$ cat config.mk
export PLATFORM = sky130hd
export DESIGN_NAME = alu_issue
export DESIGN_NICKNAME = d
export VERILOG_FILES = /design/src/rtl/alu_pkg.sv /design/src/rtl/alu.sv /design/src/rtl/alu_req_fifo.sv /design/src/rtl/alu_issue.sv
export SDC_FILE = /design/constraint.sdc
export NUM_CORES = 1
export LEC_CHECK = 0
export CORE_MARGIN = 8
export CORE_UTILIZATION = 60
export DETAILED_ROUTE_END_ITERATION = 10
export PLACE_DENSITY = 0.81
export REMOVE_ABC_BUFFERS = 1
export SKIP_CTS_REPAIR_TIMING = 1
export SYNTH_ARGS = -nofsm -noshare
export SYNTH_HDL_FRONTEND = slang
export SYNTH_HIERARCHICAL = 1
export SYNTH_SLANG_ARGS = --single-unit
$ cat constraint.sdc
create_clock -name clk -period 8.5 [get_ports clk]
set_clock_uncertainty 0.05 [all_clocks]
set_input_delay 1.7 -clock clk [delete_from_list [all_inputs] [get_ports clk]]
set_output_delay 1.7 -clock clk [all_outputs]
set_load 0.005 [all_outputs]
$ cat src/rtl/alu_pkg.sv
// Shared ALU definitions: opcode constants and the request record held in the
// issue FIFO. When ALU_FWD_EN is defined the record also carries the two
// operand-forwarding flags.
package alu_pkg;

  localparam int ALU_W = 32;

  localparam logic [2:0] ALU_ADD = 3'b000;
  localparam logic [2:0] ALU_SUB = 3'b001;
  localparam logic [2:0] ALU_AND = 3'b010;
  localparam logic [2:0] ALU_OR  = 3'b011;
  localparam logic [2:0] ALU_SRL = 3'b100;
  localparam logic [2:0] ALU_SRA = 3'b101;

  typedef struct packed {
`ifdef ALU_FWD_EN
    logic             a_fwd;
    logic             b_fwd;
`endif
    logic [2:0]       op;
    logic [ALU_W-1:0] b;
    logic [ALU_W-1:0] a;
  } alu_req_t;

  localparam int ALU_REQ_W = $bits(alu_req_t);

endpackage

$ cat src/rtl/alu.sv
// Combinational 32-bit ALU. Codes 110/111 produce zero.
module alu
  import alu_pkg::*;
(
  input  logic [31:0] A,
  input  logic [31:0] B,
  input  logic [2:0]  ALUOp,
  output logic [31:0] C
);

  // Opcode decode; shift amount is the low five bits of B
  always_comb begin
    C = '0;
    case (ALUOp)
      ALU_ADD: C = A + B;
      ALU_SUB: C = A - B;
      ALU_AND: C = A & B;
      ALU_OR:  C = A | B;
      ALU_SRL: C = A >> B[4:0];
      ALU_SRA: C = $unsigned($signed(A) >>> B[4:0]);
      default: C = '0;
    endcase
  end

endmodule

$ cat src/rtl/alu_req_fifo.sv
// DEPTH-entry synchronous FIFO for ALU requests. Pushes while full are
// dropped even if a pop happens the same cycle; pops while empty are ignored.
module alu_req_fifo #(
  parameter int DEPTH = 4,
  parameter int WIDTH = 8
) (
  input  logic                       clk,
  input  logic                       rst_n,
  input  logic                       push_i,
  input  logic [WIDTH-1:0]           data_i,
  input  logic                       pop_i,
  output logic [WIDTH-1:0]           data_o,
  output logic                       full_o,
  output logic                       empty_o,
  output logic [$clog2(DEPTH+1)-1:0] count_o
);

  localparam int PW = $clog2(DEPTH);
  localparam int CW = $clog2(DEPTH+1);

  logic [DEPTH-1:0][WIDTH-1:0] mem_q;
  logic [PW-1:0]               wr_ptr_q, rd_ptr_q;
  logic [CW-1:0]               count_q, count_d;
  logic                        do_push, do_pop;

  assign full_o  = (count_q == CW'(DEPTH));
  assign empty_o = (count_q == '0);
  assign count_o = count_q;
  assign data_o  = mem_q[rd_ptr_q];

  assign do_push = push_i & ~full_o;
  assign do_pop  = pop_i & ~empty_o;

  // Occupancy: simultaneous push and pop leaves it unchanged
  always_comb begin
    count_d = count_q;
    case ({do_push, do_pop})
      2'b10:   count_d = count_q + CW'(1);
      2'b01:   count_d = count_q - CW'(1);
      default: count_d = count_q;
    endcase
  end

  // Pointers and count; power-of-two depth makes pointer wrap free
  always_ff @(posedge clk or negedge rst_n) begin
    if (!rst_n) begin
      wr_ptr_q <= '0;
      rd_ptr_q <= '0;
      count_q  <= '0;
    end else begin
      if (do_push) wr_ptr_q <= wr_ptr_q + PW'(1);
      if (do_pop)  rd_ptr_q <= rd_ptr_q + PW'(1);
      count_q <= count_d;
    end
  end

  // Storage needs no reset: entries are only read once counted valid
  always_ff @(posedge clk) begin
    if (do_push) mem_q[wr_ptr_q] <= data_i;
  end

endmodule

$ cat src/rtl/alu_issue.sv
// ALU issue stage: queues requests, feeds the FIFO head to the ALU and
// registers the result into a valid/ready output stage, one op per cycle.
// Optional feature macro: ALU_FWD_EN (operands may take the last issued result).
module alu_issue
  import alu_pkg::*;
#(
  parameter int DEPTH = 4,
  parameter int W     = 32
) (
  input  logic         clk,
  input  logic         rst_n,
  input  logic         in_valid,
  output logic         in_ready,
  input  logic [W-1:0] in_a,
  input  logic [W-1:0] in_b,
  input  logic [2:0]   in_op,
  input  logic         in_a_fwd,
  input  logic         in_b_fwd,
  output logic         out_valid,
  input  logic         out_ready,
  output logic [W-1:0] out_c,
  output logic         out_zero,
  output logic         busy
);

  localparam int CW = $clog2(DEPTH+1);

  alu_req_t             req_in, head;
  logic [ALU_REQ_W-1:0] head_bits;
  logic                 full, empty, issue;
  logic [CW-1:0]        count;
  logic [W-1:0]         alu_a, alu_b, alu_c;

  logic         out_valid_q, out_zero_q;
  logic [W-1:0] out_c_q, last_c_q;

  // Pack the incoming request; forward flags only exist when enabled
  always_comb begin
    req_in    = '0;
    req_in.a  = in_a;
    req_in.b  = in_b;
    req_in.op = in_op;
`ifdef ALU_FWD_EN
    req_in.a_fwd = in_a_fwd;
    req_in.b_fwd = in_b_fwd;
`endif
  end

`ifndef ALU_FWD_EN
  logic unused_fwd;
  assign unused_fwd = in_a_fwd ^ in_b_fwd;
`endif

  alu_req_fifo #(.DEPTH(DEPTH), .WIDTH(ALU_REQ_W)) u_fifo (
    .clk     (clk),
    .rst_n   (rst_n),
    .push_i  (in_valid),
    .data_i  (req_in),
    .pop_i   (issue),
    .data_o  (head_bits),
    .full_o  (full),
    .empty_o (empty),
    .count_o (count)
  );

  assign head  = alu_req_t'(head_bits);
  assign issue = ~empty & (~out_valid_q | out_ready);

  // Operand select; forwarding is resolved against the last issued result
  always_comb begin
    alu_a = head.a;
    alu_b = head.b;
`ifdef ALU_FWD_EN
    if (head.a_fwd) alu_a = last_c_q;
    if (head.b_fwd) alu_b = last_c_q;
`endif
  end

  alu u_alu (
    .A     (alu_a),
    .B     (alu_b),
    .ALUOp (head.op),
    .C     (alu_c)
  );

  // Output stage: load on issue, clear valid on drain, keep data otherwise
  always_ff @(posedge clk or negedge rst_n) begin
    if (!rst_n) begin
      out_valid_q <= 1'b0;
      out_c_q     <= '0;
      out_zero_q  <= 1'b0;
      last_c_q    <= '0;
    end else if (issue) begin
      out_valid_q <= 1'b1;
      out_c_q     <= alu_c;
      out_zero_q  <= (alu_c == '0);
      last_c_q    <= alu_c;
    end else if (out_valid_q && out_ready) begin
      out_valid_q <= 1'b0;
    end
  end

  logic unused_count;
  assign unused_count = ^count;

  assign in_ready  = ~full;
  assign out_valid = out_valid_q;
  assign out_c     = out_c_q;
  assign out_zero  = out_zero_q;
  assign busy      = ~empty | out_valid_q;

endmodule
==> flow_summary.toml <==
[setup_path]
critPathArrivalTime_ns = 7.79
cp-start-kind = "register"
critPathKind = "reg2reg"
endpoint_kind = "register"
cp.required_ns = 8.89
critPathMaxFanout = 23

[logic_synthesis]
synth_seq_cells = 309
synth_area_sq_um = 16860
ys_async_sr_fraction_pct = 13.27
ys_types = 84
synth_top_flop_cell = "edfxtp_1"
syn_inst = 1251
synth_area_per_cell_sq_um = 13.48
yosysSeqAreaShare_pct = 53.81
synth_edf_count = 268
yosysWarnings = 6

[sta]
final_hold_viol_count = 0
relSlewSlack_pct = 21.44
grt_setup_unrepaired = "false"
fin_crit_ns = 7.406
worst_pin_slew_ns = 1.168
drv_slew = 0
fmax_mhz = 135.0
finalSetupTns_ns = 0
setup_viol = 0
finalCritPeriodShare_pct = 87.13

[floorplanning]
row_count = 61
die_w_um = 183.7
top_level_ports = 109
die_h_um = 183.7
core_sq_um = 27710
start_util_pct = 60.87
dieArea_sq_um = 33730

[placed_design]
gp_congestion = 0.9641
io_buffers = 106
dp_cells = 1681
dp_hpwl_um = 30380

[clock_network]
clk_pin_slew_ns = 0.06
cts_sinks = 309
clockBufferDepth = 3
clkLatencyLatePin_ns = 0.56
htreeDepth = 1
cts_tree = "built"
cts_root_buf = "clkbuf_16"
numCtsBuffers = 30

[route]
vias = 11590
first_pass_iters = 5
viasPerCell = 6.680
drc_errors = 0
finalWirelength_um = 43740
ant_nets = 0
drt_iter0_markers = 1145
wl_per_cell_um = 25.21

[layout]
final_cell_mix = "edfxtp_1, clkdlybuf4s50_1, nand2_1"
fin_cells = 1735
mostFrequentLayoutCell = "edfxtp_1"
drive_gt1_share_pct = 15.25
antenna_cells = 0
utilization_pct = 69.24
syn_to_final_growth_pct = 13.75
nNetsFinal = 1449

[global_routing]
grt_max_degree = 57
grt-ovfl-total = 0
grt_pass1_vias = 11450
antenna_found_initial = 0
grt_pass1_wl_um = 66950
grt_util_all_layers_pct = 25.76

[job]
drv_cap = 0

[run_status]
outcome = "finished clean"

[worst_hold_path]
hold_class = "reg2reg"
[final timing paths]
path                                                start                             end  slack (ns)  depth (start not counted)
max                        u_fifo/rd_ptr_q[0]$_DFFE_PN0P_            out_zero$_DFFE_PN0P_        1.09                         16
min                                 out_c[24]$_DFFE_PN0P_           out_c[24]$_DFFE_PN0P_        0.46                          1
max reg2reg                u_fifo/rd_ptr_q[0]$_DFFE_PN0P_            out_zero$_DFFE_PN0P_        1.09                         16
min reg2reg                         out_c[24]$_DFFE_PN0P_           out_c[24]$_DFFE_PN0P_        0.46                          1
max in group asynchronous                           rst_n  u_fifo/rd_ptr_q[0]$_DFFE_PN0P_        6.55                          1
min in group asynchronous                           rst_n            out_c[9]$_DFFE_PN0P_        1.21                          1
[stage by stage]
stage,cell area (sq um),hold slack [ns],worst slack [ns]
after CTS,19180,0.4653,1.178
after detailed placement,18190,0.4507,1.234
after global placement,18190,0.4421,1.301
after global routing,19180,0.4712,0.5769
after floorplan,16470,0.4278,0.5120
final,19180,0.4581,1.094
[synth_stat cells, drive strengths merged, types with 7 or more instances]
master / instances / share of area (%)
mux2: 45 / 3.7
a21oi: 70 / 2.1
and3: 14 / 0.55
nor2b: 8 / 0.34
o21ai: 63 / 1.9
and2: 7 / 0.27
nand2: 96 / 2.1
nand3: 14 / 0.42
buf: 31 / 1.3
o22ai: 8 / 0.30
a211oi: 12 / 0.53
mux2i: 36 / 2.1
inv: 26 / 0.58
o211ai: 15 / 0.67
nand4: 10 / 0.37
edfxtp: 268 / 48
o21a: 10 / 0.45
o31ai: 7 / 0.31
nor2: 64 / 1.5
maj3: 26 / 1.5
a31oi: 11 / 0.41
ha: 39 / 2.9
nor3: 12 / 0.39
xnor2: 28 / 1.5
xor2: 24 / 1.2
a21o: 14 / 0.62
a221oi: 7 / 0.36
nor4: 15 / 0.56
clkbuf: 47 / 1.0
dfrtp: 41 / 6.1
o311ai: 7 / 0.41
mux4: 80 / 11
[worst max-delay path, stage by stage (launching register included)]
cell       delay [ns]
dfrtp_4          0.71
mux4_2           0.86
nor4_1           0.97
nand4b_1         0.68
o21ai_0          0.43
xor2_1           0.21
ha_1             0.32
a21o_1           0.21
a21o_1           0.19
a2111oi_0        0.58
o211ai_1         0.32
a21bo_2          0.32
o311ai_0         0.31
o211ai_1         0.25
nor4_1           0.34
nand4_1          0.17
o41ai_1          0.33
[metal layers]
| layer | wire length (um) | vias to the layer above | global-route usage, % |
|---|---|---|---|
| li1 | - | 5138 | - |
| met1 | 18140 | 5770 | 35.90 |
| met2 | 20200 | 584 | 40.45 |
| met3 | 4274 | 98 | 5.435 |
| met4 | 1128 | 0 | 7.612 |
| met5 | 0 | - | 0 |
[final cells by class]
type / instances / area (sq um)
timing repair buffer: 130 / 1236
fill: 1906 / 8523
multi-input combinational: 838 / 7306
sequential: 309 / 9079
clock buffer: 36 / 794.5
clock inverter: 18 / 196.4
tap: 378 / 473.0
inverter: 26 / 97.59
[state kept, by name, indices dropped and copies added, names as in the netlist]
signal and flops:
out_zero 1, u_fifo/mem_q 268, u_fifo/wr_ptr_q 2, u_fifo/count_o 3, out_c 32, out_valid 1
u_fifo/rd_ptr_q 2
[kinds of logic (layout without fill, tap and decap cells)]
family | after synthesis | in the layout | synth area share, %
flops | 309 | 309 | 53.81
compound gates | 286 | 286 | 11.29
simple gates | 272 | 272 | 7.976
mux | 161 | 161 | 16.65
buf+inv | 104 | 210 | 2.901
fa+ha+maj | 67 | 67 | 4.674
xor+xnor | 52 | 52 | 2.701
Power is left out: the tool's default activity adds up to more than one toggle a clock period on the data nets, which glitch-free logic cannot reach.
